**src/rtl/rotary_paddle_decoder.sv**
```systemverilog
// Rotary encoder receiver: sync + debounce of quadrature lines, detent decode,
// saturating paddle position committed on frame_tick. Define ROTARY_ACCEL_EN for fast-spin acceleration.

module rotary_paddle_deb #(
  parameter int DEB_LIMIT = 625,
  parameter int DEB_W     = 10
) (
  input  logic clk25,
  input  logic rst,
  input  logic raw,
  output logic deb
);
  logic             s1, s2;
  logic [DEB_W-1:0] cnt;

  always_ff @(posedge clk25 or posedge rst) begin
    if (rst) begin
      s1  <= 1'b0;
      s2  <= 1'b0;
      deb <= 1'b0;
      cnt <= '0;
    end else begin
      s1 <= raw;
      s2 <= s1;
      if (s2 == deb) cnt <= '0;
      else if (cnt == DEB_W'(DEB_LIMIT - 1)) begin
        deb <= s2;
        cnt <= '0;
      end else cnt <= cnt + 1'b1;
    end
  end
endmodule

module rotary_paddle_decoder #(
  parameter int DEB_LIMIT    = 625,
  parameter int DEB_W        = 10,
  parameter int POS_W        = 10,
  parameter int POS_MIN      = 0,
  parameter int POS_MAX      = 416,
  parameter int POS_INIT     = 208,
  parameter int STEP         = 4,
  parameter int ACCEL_WINDOW = 250000
) (
  input  logic             clk25,
  input  logic             rst,
  input  logic             rota,
  input  logic             rotb,
  input  logic             frame_tick,
  output logic [POS_W-1:0] paddle_y,
  output logic             step_cw,
  output logic             step_ccw,
  output logic             quad_err
);
  localparam logic [POS_W:0] PMIN = (POS_W+1)'(POS_MIN);
  localparam logic [POS_W:0] PMAX = (POS_W+1)'(POS_MAX);

  if (DEB_LIMIT < 1 || (DEB_LIMIT - 1) >= (2 ** DEB_W) || ACCEL_WINDOW < 1) begin : g_param_chk
    $error("rotary_paddle_decoder: bad DEB_LIMIT/DEB_W/ACCEL_WINDOW");
  end

  logic [1:0] raw, deb, prev;
  assign raw = {rota, rotb};

  for (genvar i = 0; i < 2; i++) begin : g_deb
    rotary_paddle_deb #(.DEB_LIMIT(DEB_LIMIT), .DEB_W(DEB_W)) u_deb (
      .clk25 (clk25),
      .rst   (rst),
      .raw   (raw[i]),
      .deb   (deb[i])
    );
  end

  // Gray-to-binary phase index: 00->0, 01->1, 11->2, 10->3 along the CW sequence
  function automatic logic [1:0] gidx(input logic [1:0] ab);
    return {ab[1], ab[1] ^ ab[0]};
  endfunction

  logic signed [3:0] q, q_nxt, q_d;
  logic [1:0]        chg;
  logic              fwd, cw_c, ccw_c, err_c;

  always_comb begin
    chg   = deb ^ prev;
    fwd   = (gidx(deb) == gidx(prev) + 2'd1);
    q_nxt = q;
    q_d   = q;
    cw_c  = 1'b0;
    ccw_c = 1'b0;
    err_c = 1'b0;
    if (chg == 2'b11) begin
      err_c = 1'b1;
      q_d   = '0;
    end else if (chg != 2'b00) begin
      q_nxt = fwd ? q + 4'sd1 : q - 4'sd1;
      if (deb == 2'b00) begin
        cw_c  = (q_nxt == 4'sd4);
        ccw_c = (q_nxt == -4'sd4);
        q_d   = '0;
      end else q_d = q_nxt;
    end
  end

  logic [POS_W:0]   stp, up;
  logic [POS_W-1:0] pos_int, pos_nxt;

`ifdef ROTARY_ACCEL_EN
  localparam int AW = $clog2(ACCEL_WINDOW + 1);
  logic [AW-1:0] ivl;

  // Starts saturated so the first detent after reset is never accelerated
  always_ff @(posedge clk25 or posedge rst) begin
    if (rst)                          ivl <= AW'(ACCEL_WINDOW);
    else if (cw_c || ccw_c)           ivl <= '0;
    else if (ivl != AW'(ACCEL_WINDOW)) ivl <= ivl + 1'b1;
  end

  assign stp = (ivl < AW'(ACCEL_WINDOW)) ? (POS_W+1)'(2 * STEP) : (POS_W+1)'(STEP);
`else
  assign stp = (POS_W+1)'(STEP);
`endif

  // Clamp in POS_W+1 bits so neither end can wrap
  always_comb begin
    up      = {1'b0, pos_int} + stp;
    pos_nxt = pos_int;
    if (cw_c) begin
      pos_nxt = (up > PMAX) ? PMAX[POS_W-1:0] : up[POS_W-1:0];
    end else if (ccw_c) begin
      if ({1'b0, pos_int} < (PMIN + stp)) pos_nxt = PMIN[POS_W-1:0];
      else pos_nxt = pos_int - stp[POS_W-1:0];
    end
  end

  always_ff @(posedge clk25 or posedge rst) begin
    if (rst) begin
      prev     <= 2'b00;
      q        <= '0;
      pos_int  <= POS_W'(POS_INIT);
      paddle_y <= POS_W'(POS_INIT);
      step_cw  <= 1'b0;
      step_ccw <= 1'b0;
      quad_err <= 1'b0;
    end else begin
      prev     <= deb;
      q        <= q_d;
      pos_int  <= pos_nxt;
      step_cw  <= cw_c;
      step_ccw <= ccw_c;
      quad_err <= err_c;
      // Samples pre-step pos_int when a detent lands on the tick edge
      if (frame_tick) paddle_y <= pos_int;
    end
  end
endmodule
```
**config.mk**
```make
export PLATFORM = sky130hd
export DESIGN_NAME = rotary_paddle_decoder
export DESIGN_NICKNAME = d
export VERILOG_FILES = /design/src/rtl/rotary_paddle_decoder.sv
export SDC_FILE = /design/constraint.sdc
export NUM_CORES = 1
export LEC_CHECK = 0
export BUFFER_PORTS_ARGS = -buffer_cell sky130_fd_sc_hd__buf_2
export CORE_MARGIN = 2
export CORE_UTILIZATION = 50
export DETAILED_ROUTE_END_ITERATION = 6
export GPL_ROUTABILITY_DRIVEN = 0
export HOLD_SLACK_MARGIN = 0.1
export PLACE_DENSITY = 0.72
export SLEW_MARGIN = 20
export SYNTH_ARGS = -nofsm -noshare
export SYNTH_HDL_FRONTEND = slang
export SYNTH_SLANG_ARGS = --single-unit
```
**constraint.sdc**
```tcl
create_clock -name clk25 -period 3.5 [get_ports clk25]
set_input_delay 0.525 -clock clk25 [delete_from_list [all_inputs] [get_ports clk25]]
set_output_delay 0.525 -clock clk25 [all_outputs]
set_load 0.02 [all_outputs]
```
# Yosys cells after proc, flatten, opt, wreduce, memory -nomap -nowiden
# Cells that the tools add are included.
# word_totals
ff_bits	55
out_inout_bits	13
# op_classes
n_addsub	7
magnitude_cmp	2
eq_ne	8
muxes	19
n_bitwise	5
n_reduce_logical	6
# ops
operator	n
10-bit two-way mux	8
10-bit by 1-bit adder with 10-bit output (second input constant)	2
10-bit equality test (second input constant)	2
4-bit two-way mux	4
10-bit by 3-bit adder with 11-bit output (second input constant)	1
11-bit by 9-bit greater-than comparator with 1-bit output (second input constant)	1
10-bit by 3-bit less-than comparator with 1-bit output (second input constant)	1
10-bit by 3-bit subtractor with 10-bit output (second input constant)	1
1-bit two-way mux	7
2-bit nonzero test	3
4-bit by 2-bit adder with 4-bit output (second input constant)	1
4-bit by 3-bit equality test with 1-bit output (second input constant)	1
4-bit equality test (second input constant)	1
2-bit AND reduction	2
4-bit by 2-bit subtractor with 4-bit output (second input constant)	1
2-bit by 1-bit adder with 2-bit output (second input constant)	1
1-bit equality test	2
2-bit equality test	1
2-bit equality test (second input constant)	1
2-bit zero test	1
1-bit inverter	2
1-bit XOR	2
2-bit XOR	1

# Longest topological paths before layout
# depth
ltp_word	10
ltp_mapped	12

# By module
# Synthesis repeated with hierarchy kept, for this count alone.
# hier_totals
hier_cells	291
area_unflattened_um2	2927.8
# by_module_without_submodules
mod	instances	cells_per_inst	area_per_inst_um2	seq_area_each_um2
rotary_paddle_decoder	1	177	1671.6	633.1
rotary_paddle_deb	2	57	628.1	325.3

# Worst setup path before layout
# Ideal clock, no wire load.
# synth_timing
path_kind	reg2reg
start	register g_deb[1].u_deb.deb
end	register pos_int[5]
t_arrival_ps	2664
t_required_ps	3362
setup_slack_ps	698
path_stages_with_launch	12
n_path_buf	0
cell_sequence	dfrtp_1 > inv_1 > ha_1 > xor2_1 > mux2i_2 > ha_1 > a21oi_1 > nand2_1 > xnor3_1 > mux2_2 > o21ai_1 > o211ai_1
# synth_via
elab_chain_cells	8
elab_cells_between_ends	17
# synth_lines
item	line	source
start, declared	11	output logic deb
start signal, assigned	20	deb <= 1'b0;
start signal, assigned	27	deb <= s2;
1-bit XOR	75	return {ab[1], ab[1] ^ ab[0]};
2-bit equality test	84	fwd = (gidx(deb) == gidx(prev) + 2'd1);
4-bit two-way mux	94	q_nxt = fwd ? q + 4'sd1 : q - 4'sd1;
4-bit equality test or 4-bit by 3-bit equality test with 1-bit output (tied branches)	96, 97	
1-bit two-way mux	95	if (deb == 2'b00) begin
1-bit two-way mux	93	end else if (chg != 2'b00) begin
1-bit two-way mux	90	if (chg == 2'b11) begin
10-bit two-way mux or 2-bit nonzero test (tied branches)	n/a	
end signal, assigned	138	pos_int <= POS_W'(POS_INIT);
end signal, assigned	146	pos_int <= pos_nxt;
end, declared	104	logic [POS_W-1:0] pos_int, pos_nxt;
# Parallel ways exist; a longest one is shown, timed or not.
# A chain may end at the register's enable or synchronous reset.

# Final worst setup path
# Same ends and word-level chain as after synthesis.

==> metrics.md <==
| Metric | Value |
|---|---|
| ANT cells | `0` |
| Crit Path Class | `flop to flop` |
| Core area | `5170 um^2` |
| Post-Syn Area | `2700 um^2` |
| Hold Vio Cnt, Final | `0` |
| Buf/Inv on CP | `1` |
| Die H | `~78 um` |
| Worst path required time | `3.67 ns` |
| Clock power frac | `0.365` |
| Period Utilization, post-route | `0.889` |
| Worst setup EP type | `flop` |
| Die Width | `77.5 um` |
| Commonest register cell after synthesis | `dfrtp_1` |
| Worst Setup Start Kind | `flop` |
| Delay-heaviest family, CP | `multiplexers` |
| CTS clock-pin slew for the worst setup and hold paths | `0.09 ns` |
| Number of buffers created by CTS | `5` |
| FMAX | `around 0.32 GHz` |
| Final setup fails | `0` |
| Antenna violations before repair | `0` |
| # IOs | `18` |
| Max-slew violation count | `0` |
| Switching pwr | `221 uW` |
| DRT iter0 DRCs | `between 100 and 150` |
| Worst-Skew Late Latency | `approximately 0.3 ns` |
| First-pass GRT wire length | `around 8400 um` |
| Switching share of power | `0.219` |
| H-tree depth | `2` |
| Most frequent cells in the layout | `dfrtp_1 (45), nor2_1 (31), nand3_1 (16)` |
| Vias per cell | `around 5.5` |
| Max-slew headroom | `0.435` |
| Hold Path Class | `input port to flop` |
| Tot GR Track Use | `0.176` |
| ANT nets after route | `0` |
| Outcome | `complete, no violations` |
| Initial Util | `0.522` |
| Pwr Total | `just over 1000 uW` |
| Syn. warnings | `0` |
| First drt pass iteration count | `4` |
| Die area | `6010 um^2` |
| Hpwl dp | `between 3000 and 4000 um` |
| Clk sinks | `approximately 50` |
| Worst path arrival time | `3.28 ns` |
| Synth cell types | `48` |
| DRT Wirelength | `around 4600 um` |
| Pint | `around 790 uW` |
| Sequential power share | `0.599` |
| Async S/R FF share, synth | `1.00` |
| Fin worst setup slack | `between 0.3 and 0.4 ns` |
| Final net count | `roughly 290` |
| Pleak | `roughly 0.0014 uW` |
| Combinational power share | `0.036` |
| Commonest non-fill, non-tap cell in the layout | `dfrtp_1` |
| CP max stage delay | `~0.47 ns` |
| Slew @ Worst Pin | `roughly 0.85 ns` |
| Site row count | `26` |
| Maximum vdd drop | `just over 300 uV` |
| Vias | `1,897` |
| Setup Fix Bufs, Post-CTS | `0` |
| CTS tree | `built` |
| Layout cells sized above 1 | `0.188` |
| Syn Area/Cell | `10.2 um^2` |
| Synth Instances | `roughly 270` |
| CTS Hold Bufs | `0` |
| WL/cell | `between 10 and 15 um` |
| Crit-path max FO | `7` |
| Max-cap violations | `0` |
| PortBufs | `15` |
| Pin count of the biggest net entering global routing | `52` |
| Final TNS setup | `0 ns` |
| DRC | `0` |
| RSZ-0062 raised after global routing | `no` |
| Root buffer cell | `clkbuf_8` |
| Gr ovfl total | `0` |
| Cell Chain, Critical Path | `inv_1 > ha_1 > xor2_1 > mux2i_2 > ha_1 > a21oi_1 > nand2_1 > xnor3_1 > mux2_2 > o21ai_1 > o211ai_1` |
| Cell Pwr Density | `347 nW/um^2` |
| Dpl ws | `0.408 ns` |
| Share of the yosys chip area belonging to registers | `0.475` |
| Post-CTS sizing | `0` |
| Vias in the first global route | `roughly 1,900` |
| Critical-path top delay cell | `dfrtp_1` |
| Bufs on Longest Clock Path | `2` |
| Shortest period the worst path allows | `~3.1 ns` |
| Critical Path Most Common Cell | `ha_1` |
| Number of synthesized register bits | `51` |
| Area growth syn-to-layout | `7.69%` |
| EDFF count, synth | `0` |
| Worst Skew | `a little under 0.007 ns` |
power groups by stage:
| stage | clock network (uW) | logic (uW) | registers (uW) |
|---|---|---|---|
| 6_report | 369 | 36.3 | 604 |
| 5_1_grt | 411 | 43.5 | 606 |
| 4_1_cts | 384 | 37.8 | 604 |
| 3_5_place_dp | 0 | 37.5 | 615 |
| 3_3_place_gp | 0 | 36.0 | 615 |
| 2_1_floorplan | 0 | 29.5 | 614 |
final cells by class:
cell class,count,area [um^2]
multi-input cells,186,1290
clock inverters,1,7.51
well taps,70,87.6
clock buffers,7,96.3
inverters,15,57.6
repair buffers,16,82.6
fillers,451,2260
flip-flops and latches,51,1280
stage by stage:
| stage | instances | cell area [um^2] | hold slack (ns) | util |
|---|---|---|---|---|
| finish | 346 | 2910 | 0.321 | 0.563 |
| global route | 346 | 2910 | 0.300 | 0.563 |
| CTS | 346 | 2910 | 0.308 | 0.562 |
| detailed placement | 338 | 2810 | 0.344 | 0.542 |
| global placement | 338 | 2810 | 0.333 | 0.542 |
| floorplan | 266 | 2710 | 0.331 | - |
per-layer routing:
metal	vias to the layer above	GRT usage	wire length (um)
li1	930	-	-
met1	922	0.227	2120
met2	40	0.285	2250
met3	5	0.0395	185
met4	0	0.0750	65
met5	-	0	0
path summary, 6_finish.rpt:
kind / start / end / slack [ns] / cells after the start
max in group asynchronous: rst / step_ccw / 2.63 / 2
max reg2reg: g_deb[1].u_deb.deb / pos_int[5] / 0.39 / 11
min: rotb / g_deb[0].u_deb.s1 / 0.32 / 1
min reg2reg: g_deb[1].u_deb.s1 / g_deb[1].u_deb.s2 / 0.36 / 0
min in group asynchronous: rst / g_deb[0].u_deb.cnt[5] / 0.36 / 2
max: g_deb[1].u_deb.deb / pos_int[5] / 0.39 / 11
state kept, by name, summed over array words and instances, names as in the netlist:
signal,flops
g_deb.u_deb.cnt,20
g_deb.u_deb.deb,2
g_deb.u_deb.s1,2
g_deb.u_deb.s2,2
paddle_y,8
pos_int,8
prev,2
q,4
quad_err,1
step_ccw,1
step_cw,1
cell families after synthesis:
group	after synthesis	synth area share
and+or+nand+nor	97	0.192
DFF	51	0.475
AOI/OAI and AO/OA	37	0.0847
buffers and inverters	29	0.0472
xor gates and xnor gates	24	0.0829
muxes	15	0.0630
adders and majority gates	11	0.0537
other	1	0.00139
cells in the mapped netlist (6+ instances only):
master / n / share of area
mux2_2: 13 / 0.054
nor2_1: 31 / 0.043
clkbuf_1: 8 / 0.011
nand2_1: 10 / 0.014
xor2_1: 12 / 0.039
ha_1: 10 / 0.046
dfstp_2: 6 / 0.058
nand3_1: 16 / 0.030
a21oi_1: 10 / 0.019
dfrtp_1: 45 / 0.42
inv_1: 15 / 0.021
o21ai_1: 9 / 0.017
and3_1: 10 / 0.023
xnor2_1: 11 / 0.036
Note: power is estimated with default switching activity, not from simulation.
